<file path="src/rtl/arith_control_unit_if.sv">
// Handshake and datapath control bundle for arith_control_unit.
// The slave modport is the sequencer; master is the caller/datapath side.
interface arith_control_unit_if;
    logic        start;
    logic [1:0]  op;
    logic        in_valid;
    logic        cnt_done;
    logic        q0;
    logic        qm1;
    logic        a7;
    logic [10:0] c;
    logic [1:0]  op_out;
    logic        internal_rst;
    logic        in_req;
    logic        in_sel;
    logic        busy;
    logic        out_valid;
    logic        out_hi;
    logic        done;

    modport master (
        output start, op, in_valid,
        output cnt_done, q0, qm1, a7,
        input  c, op_out, internal_rst,
        input  in_req, in_sel, busy,
        input  out_valid, out_hi, done
    );

    modport slave (
        input  start, op, in_valid,
        input  cnt_done, q0, qm1, a7,
        output c, op_out, internal_rst,
        output in_req, in_sel, busy,
        output out_valid, out_hi, done
    );
endinterface

</file>
<file path="src/rtl/arith_control_unit.sv">
// Sequencer for the 8-bit arithmetic datapath: add, sub,
// Booth signed multiply and restoring unsigned divide.
module arith_control_unit (
    input logic                 clk,
    input logic                 rst,
    arith_control_unit_if.slave bus
);

    typedef enum logic [3:0] {
        IDLE,
        CLR,
        LD_X,
        LD_Y,
        M_ADD,
        M_SHIFT,
        D_SHIFT,
        D_SUB,
        D_FIX,
        OUT_HI,
        OUT_LO
    } state_t;

    state_t     state_q, state_d;
    logic [1:0] op_q, op_d;
    logic       last_q, last_d;

    logic [1:0] op_out_q;
    logic       busy_q;
    logic       irst_q;
    logic       in_req_q;
    logic       in_sel_q;
    logic       out_valid_q;
    logic       out_hi_q;
    logic       done_q;
    logic       shift_q;
    logic       dsub_q;
    logic       c7_q;
    logic       c8_q;
    logic       c3out_q;

    logic       c0_m;
    logic       c1_m;
    logic       c2_m;
    logic       c3_m;
    logic       c6_m;
    logic       c10_m;
    logic       c2_w;
    logic       c3_w;

    // Next-state and opcode/last-iteration bookkeeping.
    always_comb begin
        state_d = state_q;
        op_d    = op_q;
        last_d  = last_q;
        unique case (state_q)
            IDLE: begin
                if (bus.start) begin
                    state_d = CLR;
                    op_d    = bus.op;
                end
            end
            CLR: begin
                state_d = LD_X;
                last_d  = 1'b0;
            end
            LD_X: begin
                if (bus.in_valid) begin
                    state_d = LD_Y;
                end
            end
            LD_Y: begin
                if (bus.in_valid) begin
                    unique case (op_q)
                        2'b10:   state_d = M_ADD;
                        2'b11:   state_d = D_SHIFT;
                        default: state_d = OUT_HI;
                    endcase
                end
            end
            M_ADD: begin
                state_d = M_SHIFT;
            end
            M_SHIFT: begin
                state_d = bus.cnt_done ? OUT_HI : M_ADD;
            end
            D_SHIFT: begin
                state_d = D_SUB;
                last_d  = bus.cnt_done;
            end
            D_SUB: begin
                state_d = D_FIX;
            end
            D_FIX: begin
                state_d = last_q ? OUT_HI : D_SHIFT;
            end
            OUT_HI: begin
                state_d = OUT_LO;
            end
            OUT_LO: begin
                state_d = IDLE;
            end
            default: begin
                state_d = IDLE;
            end
        endcase
    end

    // State register plus outputs that depend only on the state entered.
    always_ff @(posedge clk or negedge rst) begin
        if (!rst) begin
            state_q     <= IDLE;
            op_q        <= 2'b00;
            last_q      <= 1'b0;
            op_out_q    <= 2'b00;
            busy_q      <= 1'b0;
            irst_q      <= 1'b0;
            in_req_q    <= 1'b0;
            in_sel_q    <= 1'b0;
            out_valid_q <= 1'b0;
            out_hi_q    <= 1'b0;
            done_q      <= 1'b0;
            shift_q     <= 1'b0;
            dsub_q      <= 1'b0;
            c7_q        <= 1'b0;
            c8_q        <= 1'b0;
            c3out_q     <= 1'b0;
        end else begin
            state_q     <= state_d;
            op_q        <= op_d;
            last_q      <= last_d;
            op_out_q    <= (state_d == IDLE) ? 2'b00 : op_d;
            busy_q      <= (state_d != IDLE);
            irst_q      <= (state_d == CLR);
            in_req_q    <= (state_d == LD_X) || (state_d == LD_Y);
            in_sel_q    <= (state_d == LD_Y);
            out_valid_q <= (state_d == OUT_HI) || (state_d == OUT_LO);
            out_hi_q    <= (state_d == OUT_HI);
            done_q      <= (state_d == OUT_LO);
            shift_q     <= (state_d == M_SHIFT) || (state_d == D_SHIFT);
            dsub_q      <= (state_d == D_SUB);
            c7_q        <= (state_d == OUT_HI);
            c8_q        <= (state_d == OUT_LO);
            c3out_q     <= ((state_d == OUT_HI) || (state_d == OUT_LO))
                           && !op_d[1] && op_d[0];
        end
    end

    // Control bits that must react to handshake or status in the same cycle.
    always_comb begin
        c0_m  = 1'b0;
        c1_m  = 1'b0;
        c2_m  = 1'b0;
        c3_m  = 1'b0;
        c6_m  = 1'b0;
        c10_m = 1'b0;
        unique case (state_q)
            LD_X: begin
                c1_m = bus.in_valid;
            end
            LD_Y: begin
                c0_m = bus.in_valid;
            end
            M_ADD: begin
                unique case ({bus.q0, bus.qm1})
                    2'b01: begin
                        c2_m = 1'b1;
                    end
                    2'b10: begin
                        c2_m = 1'b1;
                        c3_m = 1'b1;
                    end
                    default: begin
                        c2_m = 1'b0;
                    end
                endcase
            end
            M_SHIFT: begin
                c6_m = bus.a7;
            end
            D_FIX: begin
                c10_m = 1'b1;
                if (bus.a7) begin
                    c2_m = 1'b1;
                end else begin
                    c6_m = 1'b1;
                end
            end
            default: begin
                c0_m = 1'b0;
            end
        endcase
    end

    assign c2_w = c2_m | dsub_q;
    assign c3_w = c3_m | dsub_q | c3out_q;

    assign bus.c = {
        c10_m,
        1'b0,
        c8_q,
        c7_q,
        c6_m,
        shift_q,
        shift_q,
        c3_w,
        c2_w,
        c1_m,
        c0_m
    };

    assign bus.op_out       = op_out_q;
    assign bus.internal_rst = irst_q;
    assign bus.in_req       = in_req_q;
    assign bus.in_sel       = in_sel_q;
    assign bus.busy         = busy_q;
    assign bus.out_valid    = out_valid_q;
    assign bus.out_hi       = out_hi_q;
    assign bus.done         = done_q;

endmodule

</file>
<file path="src/flat_wrapper.sv">
// flat-port wrapper written by rule: the top's interface ports become plain ports
module arith_control_unit_flat 
  (clk, rst, bus_start, bus_op, bus_in_valid, bus_cnt_done, bus_q0, bus_qm1, bus_a7, bus_c, bus_op_out, bus_internal_rst, bus_in_req, bus_in_sel, bus_busy, bus_out_valid, bus_out_hi, bus_done);
  arith_control_unit_if bus_i ();
  input logic clk;
  input logic rst;
  input wire logic [$bits(bus_i.start)-1:0] bus_start;
  input wire logic [$bits(bus_i.op)-1:0] bus_op;
  input wire logic [$bits(bus_i.in_valid)-1:0] bus_in_valid;
  input wire logic [$bits(bus_i.cnt_done)-1:0] bus_cnt_done;
  input wire logic [$bits(bus_i.q0)-1:0] bus_q0;
  input wire logic [$bits(bus_i.qm1)-1:0] bus_qm1;
  input wire logic [$bits(bus_i.a7)-1:0] bus_a7;
  output wire logic [$bits(bus_i.c)-1:0] bus_c;
  output wire logic [$bits(bus_i.op_out)-1:0] bus_op_out;
  output wire logic [$bits(bus_i.internal_rst)-1:0] bus_internal_rst;
  output wire logic [$bits(bus_i.in_req)-1:0] bus_in_req;
  output wire logic [$bits(bus_i.in_sel)-1:0] bus_in_sel;
  output wire logic [$bits(bus_i.busy)-1:0] bus_busy;
  output wire logic [$bits(bus_i.out_valid)-1:0] bus_out_valid;
  output wire logic [$bits(bus_i.out_hi)-1:0] bus_out_hi;
  output wire logic [$bits(bus_i.done)-1:0] bus_done;
  assign bus_i.start = bus_start;
  assign bus_i.op = bus_op;
  assign bus_i.in_valid = bus_in_valid;
  assign bus_i.cnt_done = bus_cnt_done;
  assign bus_i.q0 = bus_q0;
  assign bus_i.qm1 = bus_qm1;
  assign bus_i.a7 = bus_a7;
  assign bus_c = bus_i.c;
  assign bus_op_out = bus_i.op_out;
  assign bus_internal_rst = bus_i.internal_rst;
  assign bus_in_req = bus_i.in_req;
  assign bus_in_sel = bus_i.in_sel;
  assign bus_busy = bus_i.busy;
  assign bus_out_valid = bus_i.out_valid;
  assign bus_out_hi = bus_i.out_hi;
  assign bus_done = bus_i.done;
  arith_control_unit u_core (.clk(clk), .rst(rst), .bus(bus_i));
endmodule
</file>
<file path="config.mk">
export PLATFORM = sky130hd
export DESIGN_NAME = arith_control_unit_flat
export DESIGN_NICKNAME = d
export VERILOG_FILES = /design/src/rtl/arith_control_unit_if.sv /design/src/rtl/arith_control_unit.sv /design/src/flat_wrapper.sv
export SDC_FILE = /design/constraint.sdc
export NUM_CORES = 1
export LEC_CHECK = 0
export ABC_AREA = 1
export BUFFER_PORTS_ARGS = -buffer_cell sky130_fd_sc_hd__buf_2
export CAP_MARGIN = 40
export CORE_MARGIN = 2
export CORE_UTILIZATION = 45
export DETAILED_ROUTE_END_ITERATION = 6
export PLACE_DENSITY = 0.71
export SETUP_SLACK_MARGIN = 0.3
export SYNTH_ARGS = -nofsm -noshare
export SYNTH_HDL_FRONTEND = slang
export SYNTH_SLANG_ARGS = --single-unit
</file>
<file path="constraint.sdc">
create_clock -name clk -period 3.2 [get_ports clk]
set_clock_uncertainty 0.1 [all_clocks]
set_input_delay 0.64 -clock clk [delete_from_list [all_inputs] [get_ports clk]]
set_output_delay 0.64 -clock clk [all_outputs]
set_load 0.005 [all_outputs]
</file>
==> run summary <==
Avg WL per Cell - 11.0 um
GPL Wtd Cong - 0.861
Psw - 0.455 mW
max_cap viols - 0
Starting Density - 46.5%
CTS tree - built
placed cell count - 173
register bit total from synthesis - 19
CTS H-Tree Depth - 1
worst rel slew slack - 67.0%
Max Transition Viols Final - 0
drt total wl - 1960 um
Yosys top cell by area - dfrtp_1
Clk pwr share - 11.9%
vias in the first global route - 781
Residual DRC - 0
Worst Path Required - 2.46 ns
Worst-path clk slew - 0.11 ns
Yosys top cell area share - 47.1%
total number of vias - 856
initial DRC count - 22
postcts setup bufs - 0
total global-route track usage - 16.4%
fraction of layout cells with a size suffix above 1 - 26.8%
Gate power share - 48.9%
Switching Fraction - 44.9%
Internal - 0.559 mW
antenna viol nets, final - 0
syn avg cell area - 7.82 um^2
P&R area growth vs syn - 11.2%
net count after synthesis - 140
portion of total power attributed to sequential cells - 39.3%
Die X - 51.3 um
most frequent cells in the layout - 28 x buf_2, 24 x nand2_1, 19 x nor2_1, 19 x inv_1, 19 x dfrtp_1
Rows - 17
minimum clock period - 2.37 ns
Min-Delay Path Class - input pin to async pin
WP data arrival - 1.63 ns
critical-path maximum fanout - 7
GR Overflow Total - 0
Final Cycle Share - 74.1%
worst skew pair latency - 0.30 ns
leakage power - 0.699 nW
initial antenna violation count - 0
largest cells by area after synthesis - dfrtp_1 47%, buf_4 8.9%, nand2_1 8.9%
Synth Instances - 129
# fillers - 230
Ports - 30
Seq/Total Area, Yosys - 47.1%
Hold Fails Final Rpt - 0
Die H - 51.3 um
Setup TNS - 0 ns
post-route non-filler standard cell count - 177
Ant. Diodes - 0
hold buffers post-CTS - 0
area of the mapped netlist - 0.00101 mm^2
Max clock buf depth - 2
Worst VDD drop - 0.462 mV
Core Region - 0.00217 mm^2
Unique masters post-synth - 20
Final HPWL DP - 1570 um
Worst Tran Pin Value - 0.490 ns
die footprint - 0.00264 mm^2
first-pass GRT wire length - 3200 um
Root Buffer Master - clkbuf_4
drt pass-1 iters - 4
RSZ-0062 raised after global routing - no
# setup viols final - 0
largest net degree at the start of global routing - 20
PwrDens - 905 mW/mm^2
CTS Sinks - 19
CTS Buf Count - 3
Top FF cell, synth - dfrtp_1
Vias/cell - 4.84
Crit. End Element - output port
port buffer count - 28
status - completed
Nets - 161
commonest non-fill, non-tap cell in the layout - buf_2
WS Path Type - flop to output port
crit path launch type - flop
CTS resizes - 0
max frequency - 422 MHz
Post-synth EDFFs - 0
Synth async-reset ratio - 100%
yosys warns - 0
-- layer usage --
layer / up-vias / GRT usage [%] / wire length [um]
li1: 427 / - / -
met1: 383 / 20.4 / 863
met2: 38 / 27.9 / 919
met3: 8 / 2.92 / 131
met4: 0 / 7.02 / 41
met5: - / 0 / 0
-- sequential cells by signal, indices dropped and copies added, names as in the netlist --
register,flops
u_core.shift_q,1
u_core.bus.busy,1
u_core.dsub_q,1
u_core.bus.op_out,2
u_core.bus.internal_rst,1
u_core.bus.in_sel,1
u_core.bus.done,1
u_core.last_q,1
u_core.c3out_q,1
u_core.bus.out_valid,1
u_core.state_q,4
u_core.bus.in_req,1
u_core.bus.out_hi,1
u_core.op_q,2
-- through the flow --
stage	setup slack [ns]	util, %	area [um^2]	power [mW]	hold WS [ns]
4_1_cts	0.820	51.7	1120	1.02	0.165
6_report	0.828	51.7	1120	1.01	0.158
3_3_place_gp	1.08	50.4	1090	0.891	0.445
5_1_grt	0.721	51.7	1120	1.12	0.164
3_5_place_dp	1.08	50.4	1090	0.898	0.452
2_1_floorplan	1.16	-	1010	0.785	0.244
-- cell families (layout without fill, tap and decap cells) --
kind of cell,Yosys count,after routing,share of synthesized area [%]
buffers and inverters,34,54,17.1
AOI/OAI and AO/OA,9,9,5.71
other,1,1,0.372
adders and majority gates,1,1,1.24
DFF,19,19,47.1
and+or+nand+nor,65,65,28.4
-- final cells by class --
class / instances / area [um^2] / area share (%)
inverters: 22 / 82.6 / 7.37
repair buffers: 28 / 140 / 12.5
multi-input cells: 76 / 360 / 32.1
clock buffers: 3 / 22.5 / 2.01
flip-flops and latches: 19 / 475 / 42.4
well taps: 28 / 35.0 / 3.12
clock inverters: 1 / 5.00 / 0.446
-- power groups by stage --
stage	Clock, mW	Sequential (mW)	Combinational (mW)
final	0.120	0.398	0.496
after global routing	0.140	0.408	0.568
after CTS	0.126	0.396	0.501
after detailed placement	0	0.400	0.498
after global placement	0	0.400	0.491
after floorplan	0	0.388	0.398
-- cell usage after synthesis, types with 2 or more instances --
cell and n:
buf_4 12, dfrtp_1 19, inv_1 19, inv_2 3, nand2_1 24, nand3_1 12, nor2_1 19, nor2_2 3
nor3_1 3, o211ai_1 2, o21ai_0 4
-- worst max-delay path, cell delays in order (launching register included) --
cell and delay (ns):
dfrtp_1 0.48, nor4_1 0.51, nand2_1 0.11, o211ai_1 0.10, buf_2 0.14
-- final timing paths --
| path | start | end | slack, ns | cells after the start |
|---|---|---|---|---|
| hold / removal | rst | u_core.state_q[1] | 0.16 | 1 |
| hold reg to reg | u_core.last_q | u_core.last_q | 0.47 | 2 |
| setup / recovery | u_core.state_q[1] | bus_c[2] | 0.83 | 4 |
| max in group asynchronous | rst | u_core.bus.out_hi | 2.55 | 1 |
| min in group clk | u_core.last_q | u_core.last_q | 0.47 | 2 |
| setup reg to reg | u_core.state_q[1] | u_core.c3out_q | 1.48 | 4 |
No activity file was read; power rests on OpenSTA's default activity.
